===== src/rtl/counter_sequencer.sv =====
// Push-button / switch front end for the up/down counter: synchronizes and debounces
// the keys, then issues step pulses, run-mode ticks with optional bounce, and clears.
//
// state | meaning
// IDLE  | waiting; a key press gives a step pulse (step mode) or starts RUN (run mode)
// RUN   | periodic count pulses from the prescaler, optional auto-reverse at limits
// CLEAR | one-cycle active-low clear to the counter
// HOLD  | both keys still down after a clear; wait for both to be released
module counter_sequencer #(
    parameter int WIDTH           = 8,
    parameter int DEBOUNCE_CYCLES = 500000,
    parameter int TICK_CYCLES     = 12500000
) (
    input  logic             CLOCK,
    input  logic             reset,
    input  logic             key_up_n,
    input  logic             key_down_n,
    input  logic             mode_run,
    input  logic             bounce,
    input  logic [WIDTH-1:0] count_in,
    output logic             cnt_enable,
    output logic             cnt_up_down,
    output logic             cnt_clear_n,
    output logic [1:0]       state
);

    localparam int DW = $clog2(DEBOUNCE_CYCLES + 1);
    localparam int PW = $clog2(TICK_CYCLES + 1);
    localparam logic [DW-1:0] DEB_LOAD  = DW'(DEBOUNCE_CYCLES - 1);
    localparam logic [PW-1:0] TICK_LOAD = PW'(TICK_CYCLES - 1);

    localparam logic [1:0] IDLE  = 2'd0;
    localparam logic [1:0] RUN   = 2'd1;
    localparam logic [1:0] CLEAR = 2'd2;
    localparam logic [1:0] HOLD  = 2'd3;

    // bit 0 = up key, 1 = down key, 2 = run switch, 3 = bounce switch (keys as "pressed")
    logic [3:0]    sync1;
    logic [3:0]    sync2;
    logic [1:0]    key_lvl;
    logic [1:0]    key_lvl_d;
    logic [DW-1:0] deb_cnt [2];
    logic [PW-1:0] presc;

    logic [1:0]    state_nxt;
    logic          enable_nxt;
    logic          dir_nxt;
    logic          clear_n_nxt;
    logic [PW-1:0] presc_nxt;

    logic up_press;
    logic down_press;
    logic both_held;
    logic mode_s;
    logic bounce_s;
    logic tick;
    logic at_limit;
    logic dir_match;

    always_ff @(posedge CLOCK or negedge reset) begin
        if (!reset) begin
            sync1 <= '0;
            sync2 <= '0;
        end else begin
            sync1 <= {bounce, mode_run, ~key_down_n, ~key_up_n};
            sync2 <= sync1;
        end
    end

    // Down-counter reloads whenever the synchronized level agrees; expiry accepts the new level.
    always_ff @(posedge CLOCK or negedge reset) begin
        if (!reset) begin
            key_lvl   <= '0;
            key_lvl_d <= '0;
            for (int i = 0; i < 2; i++) begin
                deb_cnt[i] <= DEB_LOAD;
            end
        end else begin
            key_lvl_d <= key_lvl;
            for (int i = 0; i < 2; i++) begin
                if (sync2[i] == key_lvl[i]) begin
                    deb_cnt[i] <= DEB_LOAD;
                end else if (deb_cnt[i] == '0) begin
                    key_lvl[i] <= sync2[i];
                    deb_cnt[i] <= DEB_LOAD;
                end else begin
                    deb_cnt[i] <= deb_cnt[i] - DW'(1);
                end
            end
        end
    end

    assign up_press   = key_lvl[0] & ~key_lvl_d[0];
    assign down_press = key_lvl[1] & ~key_lvl_d[1];
    assign both_held  = key_lvl[0] & key_lvl[1];
    assign mode_s     = sync2[2];
    assign bounce_s   = sync2[3];
    assign tick       = (presc == '0);
    assign at_limit   = cnt_up_down ? (count_in == {WIDTH{1'b1}}) : (count_in == '0);
    assign dir_match  = cnt_up_down ? up_press : down_press;

    always_ff @(posedge CLOCK or negedge reset) begin
        if (!reset) begin
            state       <= IDLE;
            cnt_enable  <= 1'b0;
            cnt_up_down <= 1'b1;
            cnt_clear_n <= 1'b1;
            presc       <= '0;
        end else begin
            state       <= state_nxt;
            cnt_enable  <= enable_nxt;
            cnt_up_down <= dir_nxt;
            cnt_clear_n <= clear_n_nxt;
            presc       <= presc_nxt;
        end
    end

    always_comb begin
        state_nxt = state;
        case (state)
            IDLE: begin
                if (both_held) begin
                    state_nxt = CLEAR;
                end else if ((up_press | down_press) & mode_s) begin
                    state_nxt = RUN;
                end
            end
            RUN: begin
                if (both_held) begin
                    state_nxt = CLEAR;
                end else if (!mode_s || dir_match) begin
                    state_nxt = IDLE;
                end
            end
            CLEAR: state_nxt = HOLD;
            HOLD: begin
                if (key_lvl == '0) begin
                    state_nxt = IDLE;
                end
            end
            default: state_nxt = IDLE;
        endcase
    end

    always_comb begin
        enable_nxt  = 1'b0;
        dir_nxt     = cnt_up_down;
        clear_n_nxt = 1'b1;
        presc_nxt   = presc;
        case (state)
            IDLE: begin
                if (both_held) begin
                    clear_n_nxt = 1'b0;
                end else if (up_press | down_press) begin
                    dir_nxt = up_press;
                    if (mode_s) begin
                        presc_nxt = TICK_LOAD;
                    end else begin
                        enable_nxt = 1'b1;
                    end
                end
            end
            RUN: begin
                if (both_held) begin
                    clear_n_nxt = 1'b0;
                end else if (mode_s && !dir_match) begin
                    if (up_press | down_press) begin
                        dir_nxt   = ~cnt_up_down;
                        presc_nxt = TICK_LOAD;
                    end else if (tick) begin
                        // Reverse in the same cycle so this pulse already counts away from the limit.
                        enable_nxt = 1'b1;
                        presc_nxt  = TICK_LOAD;
                        if (bounce_s && at_limit) begin
                            dir_nxt = ~cnt_up_down;
                        end
                    end else begin
                        presc_nxt = presc - PW'(1);
                    end
                end
            end
            default: ;
        endcase
    end

endmodule


===== config.mk =====
export PLATFORM = sky130hd
export DESIGN_NAME = counter_sequencer
export DESIGN_NICKNAME = d
export VERILOG_FILES = /design/src/rtl/counter_sequencer.sv
export SDC_FILE = /design/constraint.sdc
export NUM_CORES = 1
export LEC_CHECK = 0
export ABC_CLOCK_PERIOD_IN_PS = 2900
export BUFFER_PORTS_ARGS = -buffer_cell sky130_fd_sc_hd__buf_2
export CORE_ASPECT_RATIO = 1.5
export CORE_MARGIN = 1.5
export CORE_UTILIZATION = 56
export DETAILED_ROUTE_END_ITERATION = 8
export PLACE_DENSITY = 0.72
export SYNTH_ARGS = -nofsm -noshare
export SYNTH_HDL_FRONTEND = slang
export SYNTH_SLANG_ARGS = --single-unit

===== constraint.sdc =====
create_clock -name CLOCK -period 2.9 [get_ports CLOCK]
set_input_delay 0 -clock CLOCK [delete_from_list [all_inputs] [get_ports CLOCK]]
set_output_delay 0 -clock CLOCK [all_outputs]
set_load 0.1 [all_outputs]

==> impl_metrics.env, run 1 <==
export IMPL_status="completed"
export IMPL_gp_routability_congestion=0.950
export IMPL_fin_tns_setup_ns=0
export IMPL_ys_seq_area_share_pct=49.3
export IMPL_min_period_ns=2.46
export IMPL_crit_start="presc[0]"
export IMPL_post_dp_hpwl_mm=5.70
export IMPL_nets=457
export IMPL_cts_buffer_depth=2
export IMPL_die_h_um=107
export IMPL_crit_path_start_kind="flop"
export IMPL_clkSinkCount=79
export IMPL_antenna_found_initial=0
export IMPL_power_density_mw_per_mm2=443
export IMPL_postSynthAreaPerCell_um2=9.78
export IMPL_cts_root_buf="clkbuf_8"
export IMPL_ir_worst_vdd_mv=0.283
export IMPL_ys_ff_latch=79
export IMPL_hold_path_class="in2reg"
export IMPL_yosysTopAreaCell="dfrtp_1"
export IMPL_end_kind="flop"
export IMPL_worstRegToRegCells=7
export IMPL_synth_warning_count=0
export IMPL_slew_violations=0
export IMPL_portBuffers=18
export IMPL_yosysTopAreaCellShare_pct=33.8
export IMPL_hold_start="count_in[6]"
export IMPL_antenna_left=0
export IMPL_synthFlopType="dfrtp_1"
export IMPL_total_leakage_power_nw=1.93
export IMPL_vias_per_cell=5.99
export IMPL_h_tree_depth=3
export IMPL_period_share_pct=84.8
export IMPL_drv_cap=0
export IMPL_min_path_cells=6
export IMPL_synthTopCellsByArea="dfrtp_1 (34%), dfstp_2 (15%), o21ai_0 (4.7%)"
export IMPL_synth_fp_nets=435
export IMPL_grt_use_total_pct=23.4
export IMPL_post_drt_wl_per_cell_um=15.7
export IMPL_postSynthCellCount=416
export IMPL_slew_headroom_pct=35.2
export IMPL_drt_iter0_markers=169
export IMPL_cts_buffers=9
export IMPL_reg2reg_to="presc[16]"
export IMPL_die_width_um=72.6
export IMPL_synth_most_common_cell="dfrtp_1"
export IMPL_critPathKind="reg2reg"
export IMPL_wirelength_mm=8.16
export IMPL_overflow=0
export IMPL_route_detailed_drc=0
export IMPL_clock_latency_ns=0.36
export IMPL_antenna_cells=0
export IMPL_arrival_ns=2.72
export IMPL_synth_cell_types=58
export IMPL_critPathRequiredTime_ns=3.16
export IMPL_die_area_mm2=0.00780
export IMPL_synth_commonest_cells="dfrtp_1 (55), nor2_1 (46), nand2_1 (38), o21ai_0 (38), dfstp_2 (24)"
export IMPL_utilization_pct=63.7
export IMPL_syn2layout_area_growth_pct=8.76
export IMPL_grt_pass1_wl_mm=14.1
export IMPL_rows=37
export IMPL_worst_pin_slew_ns=0.971
export IMPL_grt_pass1_vias=3114
export IMPL_cts_tree="built"
export IMPL_clock_skew_ns=0.00550
export IMPL_drive_gt1_share_pct=18.7
export IMPL_rsz0062_at_grt="no"
export IMPL_final_hold_viol_count=0
export IMPL_start_util_pct=58.6
export IMPL_ios=19
export IMPL_regToRegSetupSlack_ns=0.44
export IMPL_crit_reg2reg_launch="presc[0]"
export IMPL_hold_slack_ns=0.218
export IMPL_synth_edff_count=0
export IMPL_max_freq_mhz=406
export IMPL_setup_viol=0
export IMPL_ys_async_sr_fraction_pct=100
export IMPL_grt_start_max_net_pins=80
export IMPL_post_cts_buffers=0
export IMPL_vias=3119
export IMPL_dr_pass1_iters=6
export IMPL_clkTransAtPathRegs_ns=0.08
export IMPL_syn_area_mm2=0.00407
export IMPL_core_mm2=0.00694
export IMPL_cp_max_fo=18
export IMPL_hold_end="cnt_up_down"
## routing by layer
layer	vias up	global-route usage [%]	part of all wire [%]
met4	0	14.6	3.1
met5	-	0	0
li1	1518	-	-
met2	60	39.9	53
met1	1523	27.3	41
met3	18	2.90	2.6
## critical path: stages (launching register included)
cell	delay [ns]
dfrtp_1	0.43
inv_1	0.08
ha_1	0.20
nor3b_1	0.41
nand4_2	0.32
o21ai_4	0.49
o21ai_0	0.18
a22o_1	0.25
## metrics by stage
stage | setup slack [ns] | std cells | instance area, um2 | total power [mW]
3_3_place_gp | 0.532 | 500 | 4200 | 1.21
5_1_grt | 0.159 | 521 | 4430 | 2.04
4_1_cts | 0.440 | 521 | 4430 | 1.98
3_5_place_dp | 0.465 | 500 | 4200 | 1.22
2_1_floorplan | 0.463 | 416 | 4070 | 1.18
6_report | 0.440 | 521 | 4430 | 1.96
## flip-flops by register name, summed over array words and instances, names as in the netlist
register,flops
deb_cnt,38
cnt_clear_n,1
sync1,4
presc,24
state,2
sync2,4
cnt_enable,1
key_lvl,2
key_lvl_d,2
cnt_up_down,1
## placed cells by master, fill, tap and decap left out, types with 5 or more instances in the layout
master	Yosys	layout
dfrtp_1	55	55
nor2_1	46	46
o21ai_0	38	38
nand2_1	38	38
dfstp_2	24	24
inv_1	19	19
nor4_1	18	18
xnor2_1	18	18
nor3_1	17	17
buf_2	1	17
xor2_1	12	12
clkbuf_8	0	12
a21oi_1	10	10
nand3_1	7	7
or4_1	6	6
nand3b_1	6	6
nand4_1	5	5
or2_2	5	5
a31oi_1	5	5
o31ai_1	5	5
a21o_1	5	5
ha_1	5	5
dlygate4sd3_1	0	5
## layout make-up
class | count | area [um2]
Timing Repair Buffer | 25 | 158
Clock buffer | 15 | 176
Multi-Input combinational cell | 304 | 1910
Sequential cell | 79 | 2010
Fill cell | 584 | 2520
Clock inverter | 1 | 5.00
Inverter | 19 | 71.3
Tap cell | 78 | 97.6
## worst max-delay path by stage
stage / slack, ns / to / cells past startpoint
6_report: 0.44 / presc[16] / 7
5_1_grt: 0.16 / presc[16] / 7
4_1_cts: 0.44 / presc[22] / 7
3_5_place_dp: 0.46 / presc[16] / 7
3_3_place_gp: 0.53 / presc[22] / 7
2_1_floorplan: 0.46 / presc[10] / 7
## timing repair
action                    4_1_cts  5_1_grt
hold buffers                    5        0
resized for setup               0        0
hold endpoints to repair       59        0
## logic make-up (layout without fill, tap and decap cells)
family | count (synthesis) | in the layout | share of synthesized area (%)
AOI/OAI and AO/OA | 86 | 86 | 13.7
buffers and inverters | 33 | 60 | 3.72
muxes | 4 | 4 | 1.08
and+or+nand+nor | 179 | 179 | 24.2
xor gates and xnor gates | 30 | 30 | 6.46
DFF | 79 | 79 | 49.3
adders and majority gates | 5 | 5 | 1.54
## report_power, final
part	internal, mW	switching (mW)
Sequential	1.12	0.00877
Combinational	0.0231	0.0468
Clock	0.381	0.380
Total	1.52	0.436
Power figures use the tool's default switching activity.
==> run 2: changes to the inputs <==
--- a/config.mk
+++ b/config.mk
@@ -5,7 +5,7 @@
 export SDC_FILE = /design/constraint.sdc
 export NUM_CORES = 1
 export LEC_CHECK = 0
-export ABC_CLOCK_PERIOD_IN_PS = 2900
+export ABC_CLOCK_PERIOD_IN_PS = 2400
 export BUFFER_PORTS_ARGS = -buffer_cell sky130_fd_sc_hd__buf_2
 export CORE_ASPECT_RATIO = 1.5
 export CORE_MARGIN = 1.5
==> constraint.sdc (replaced) <==
create_clock -name CLOCK -period 2.4 [get_ports CLOCK]
set_input_delay 0 -clock CLOCK [delete_from_list [all_inputs] [get_ports CLOCK]]
set_output_delay 0 -clock CLOCK [all_outputs]
set_load 0.1 [all_outputs]
==> run 2 against run 1 <==
  * Clock skew grew 0.0069 ns
  * Clock power is 16% higher
  * Sequential share of layout area shrank 1.1 points
  * Wire length rose by 5.5%
  * Final area is 2.5% higher
  * Combinational power up 27%
  * Cell count increased by 2.3%
  * Setup slack worse by 0.33 ns
  * Power rose by 19%
  * Largest cell class unchanged
  * Highest routed layer unchanged
==> impl_metrics.env, run 2 (same netlist as run 1, synthesis figures left out) <==
export IMPL_antenna_cells=0
export IMPL_antenna_left=0
export IMPL_grt_pass1_wl_mm=14.2
export IMPL_wirelength_mm=8.61
export IMPL_grt_pass1_vias=3104
export IMPL_final_cell_mix="dfrtp_1 (54), nor2_1 (46), o21ai_0 (38), nand2_1 (38), dfstp_2 (24)"
export IMPL_fin_tns_setup_ns=0
export IMPL_final_hold_viol_count=0
export IMPL_h_tree_depth=3
export IMPL_cts_buffers=9
export IMPL_power_frac_seq_pct=58.3
export IMPL_dr_pass1_iters=4
export IMPL_post_dp_hpwl_mm=6.06
export IMPL_grt_start_max_net_pins=43
export IMPL_largest_registers="deb_cnt x38, presc x24"
export IMPL_regMostFlops="deb_cnt"
export IMPL_p_int_mw=1.82
export IMPL_drv_cap=0
export IMPL_max_stage_delay_ns=0.44
export IMPL_ir_worst_vdd_mv=0.454
export IMPL_antenna_found_initial=0
export IMPL_setup_viol=0
export IMPL_nets=469
export IMPL_critPathRequiredTime_ns=2.68
export IMPL_core_mm2=0.00694
export IMPL_switching_share_pct=22.3
export IMPL_gp_routability_congestion=0.929
export IMPL_fin_area_mm2=0.00454
export IMPL_slew_headroom_pct=63.0
export IMPL_rsz0062_at_grt="no"
export IMPL_instances_no_fill=533
export IMPL_grt_use_total_pct=23.5
export IMPL_total_leakage_power_nw=1.99
export IMPL_hold_slack_ns=0.160
export IMPL_worst_pin_slew_ns=0.553
export IMPL_final_common_cell="dfrtp_1"
export IMPL_cp_max_fo=6
export IMPL_die_width_um=72.6
export IMPL_cts_root_buf="clkbuf_8"
export IMPL_rows=37
export IMPL_start_util_pct=58.6
export IMPL_clockPowerShare_pct=37.9
export IMPL_clkTransAtPathRegs_ns=0.08
export IMPL_power_density_mw_per_mm2=515
export IMPL_portBuffers=18
export IMPL_overflow=0
export IMPL_drive_gt1_share_pct=21.1
export IMPL_min_period_ns=2.29
export IMPL_ios=19
export IMPL_route_detailed_drc=0
export IMPL_status="completed"
export IMPL_slew_violations=0
export IMPL_placed_area_mm2=0.00428
export IMPL_end_kind="flop"
export IMPL_crit_slowest_cell="dfrtp_1"
export IMPL_post_drt_wl_per_cell_um=16.1
export IMPL_cts_tree="built"
export IMPL_cp_cell_sequence="inv_1, ha_1, nor4b_1, nand4_1, buf_4, a2111oi_2, o21ai_1, mux2_2"
export IMPL_clock_skew_ns=0.0124
export IMPL_die_h_um=107
export IMPL_crit_path_start_kind="flop"
export IMPL_drt_iter0_markers=217
export IMPL_dp_cells=509
export IMPL_cts_buffer_depth=2
export IMPL_max_freq_mhz=437
export IMPL_syn2layout_area_growth_pct=11.5
export IMPL_vias=3161
export IMPL_largest_reg_flops=38
export IMPL_utilization_pct=65.4
export IMPL_switchingPower_mw=0.522
export IMPL_critPathKind="reg2reg"
export IMPL_die_area_mm2=0.00780
export IMPL_hold_path_class="in2async"
export IMPL_vias_per_cell=5.93
export IMPL_period_share_pct=95.3
export IMPL_fill_cells=567
export IMPL_arrival_ns=2.57
export IMPL_clock_latency_ns=0.36
export IMPL_clkSinkCount=79
export IMPL_combPwrFrac_pct=3.8
run 2: changes by cell type in the layout (fill, tap and decap cells not counted):
cell      change
buf_4        +10
buf_12        +2
clkbuf_1      +1
clkbuf_8      -1
dfrtp_1       -1
dfrtp_2       +1
nor4_1        -1
nor4_2        +1
run 2: area by class of cell:
cell class / count / area [um2] / share of cell area, %
sequential: 79 / 2010 / 44.2
multi-input combinational: 304 / 1920 / 42.3
timing repair buffer: 37 / 273 / 6.01
clock buffer: 15 / 166 / 3.67
tap: 78 / 97.6 / 2.15
inverter: 19 / 71.3 / 1.57
clock inverter: 1 / 5.00 / 0.110
run 2: timing repair:
| item | CTS | global route |
|---|---|---|
| endpoints found under the setup margin | 0 | 25 |
| buffers inserted | 0 | 3 |
| endpoints found under the hold margin | 44 | 0 |
| hold buffers | 5 | 0 |
| resized for setup | 0 | 1 |
run 2: final timing paths:
kind / from / end / slack, ns / depth (start not counted)
setup / recovery: presc[0] / cnt_up_down / 0.11 / 8
hold / removal: reset / deb_cnt[10] / 0.16 / 2
setup reg to reg: presc[0] / cnt_up_down / 0.11 / 8
hold reg to reg: sync1[3] / sync2[3] / 0.35 / 0
max in group asynchronous: reset / deb_cnt[17] / 1.51 / 3
min in group CLOCK: mode_run / sync1[2] / 0.29 / 2
run 2: layer usage:
| metal | track usage [%] | vias to the layer above | wire (um) |
|---|---|---|---|
| met5 | 0 | - | 0 |
| met3 | 4.31 | 20 | 299 |
| met2 | 41.2 | 78 | 4500 |
| met1 | 27.2 | 1514 | 3580 |
| met4 | 11.2 | 0 | 230 |
| li1 | - | 1549 | - |
run 2: power groups by stage:
stage	sequential (mW)	clock [mW]	combinational [mW]
3_5_place_dp	1.39	0	0.0842
2_1_floorplan	1.39	0	0.0340
6_report	1.36	0.886	0.0890
3_3_place_gp	1.39	0	0.0812
5_1_grt	1.37	0.970	0.104
4_1_cts	1.36	0.909	0.0920
run 2: stage by stage:
step | power (mW) | worst slack [ns]
4_1_cts | 2.36 | 0.0205
6_report | 2.34 | 0.113
3_3_place_gp | 1.47 | 0.178
5_1_grt | 2.44 | 0.00897
3_5_place_dp | 1.47 | 0.0487
2_1_floorplan | 1.42 | 0.0501
run 2: critical path: cells and delay by family (launching register included):
kind / cells / cell delay [ns]
multiplexers: 1 / 0.29
flip-flops: 1 / 0.44
AND/OR/NAND/NOR: 2 / 0.53
buffers and inverters: 2 / 0.29
adder cells (fa/ha/maj): 1 / 0.21
AO/OA/AOI/OAI: 2 / 0.45
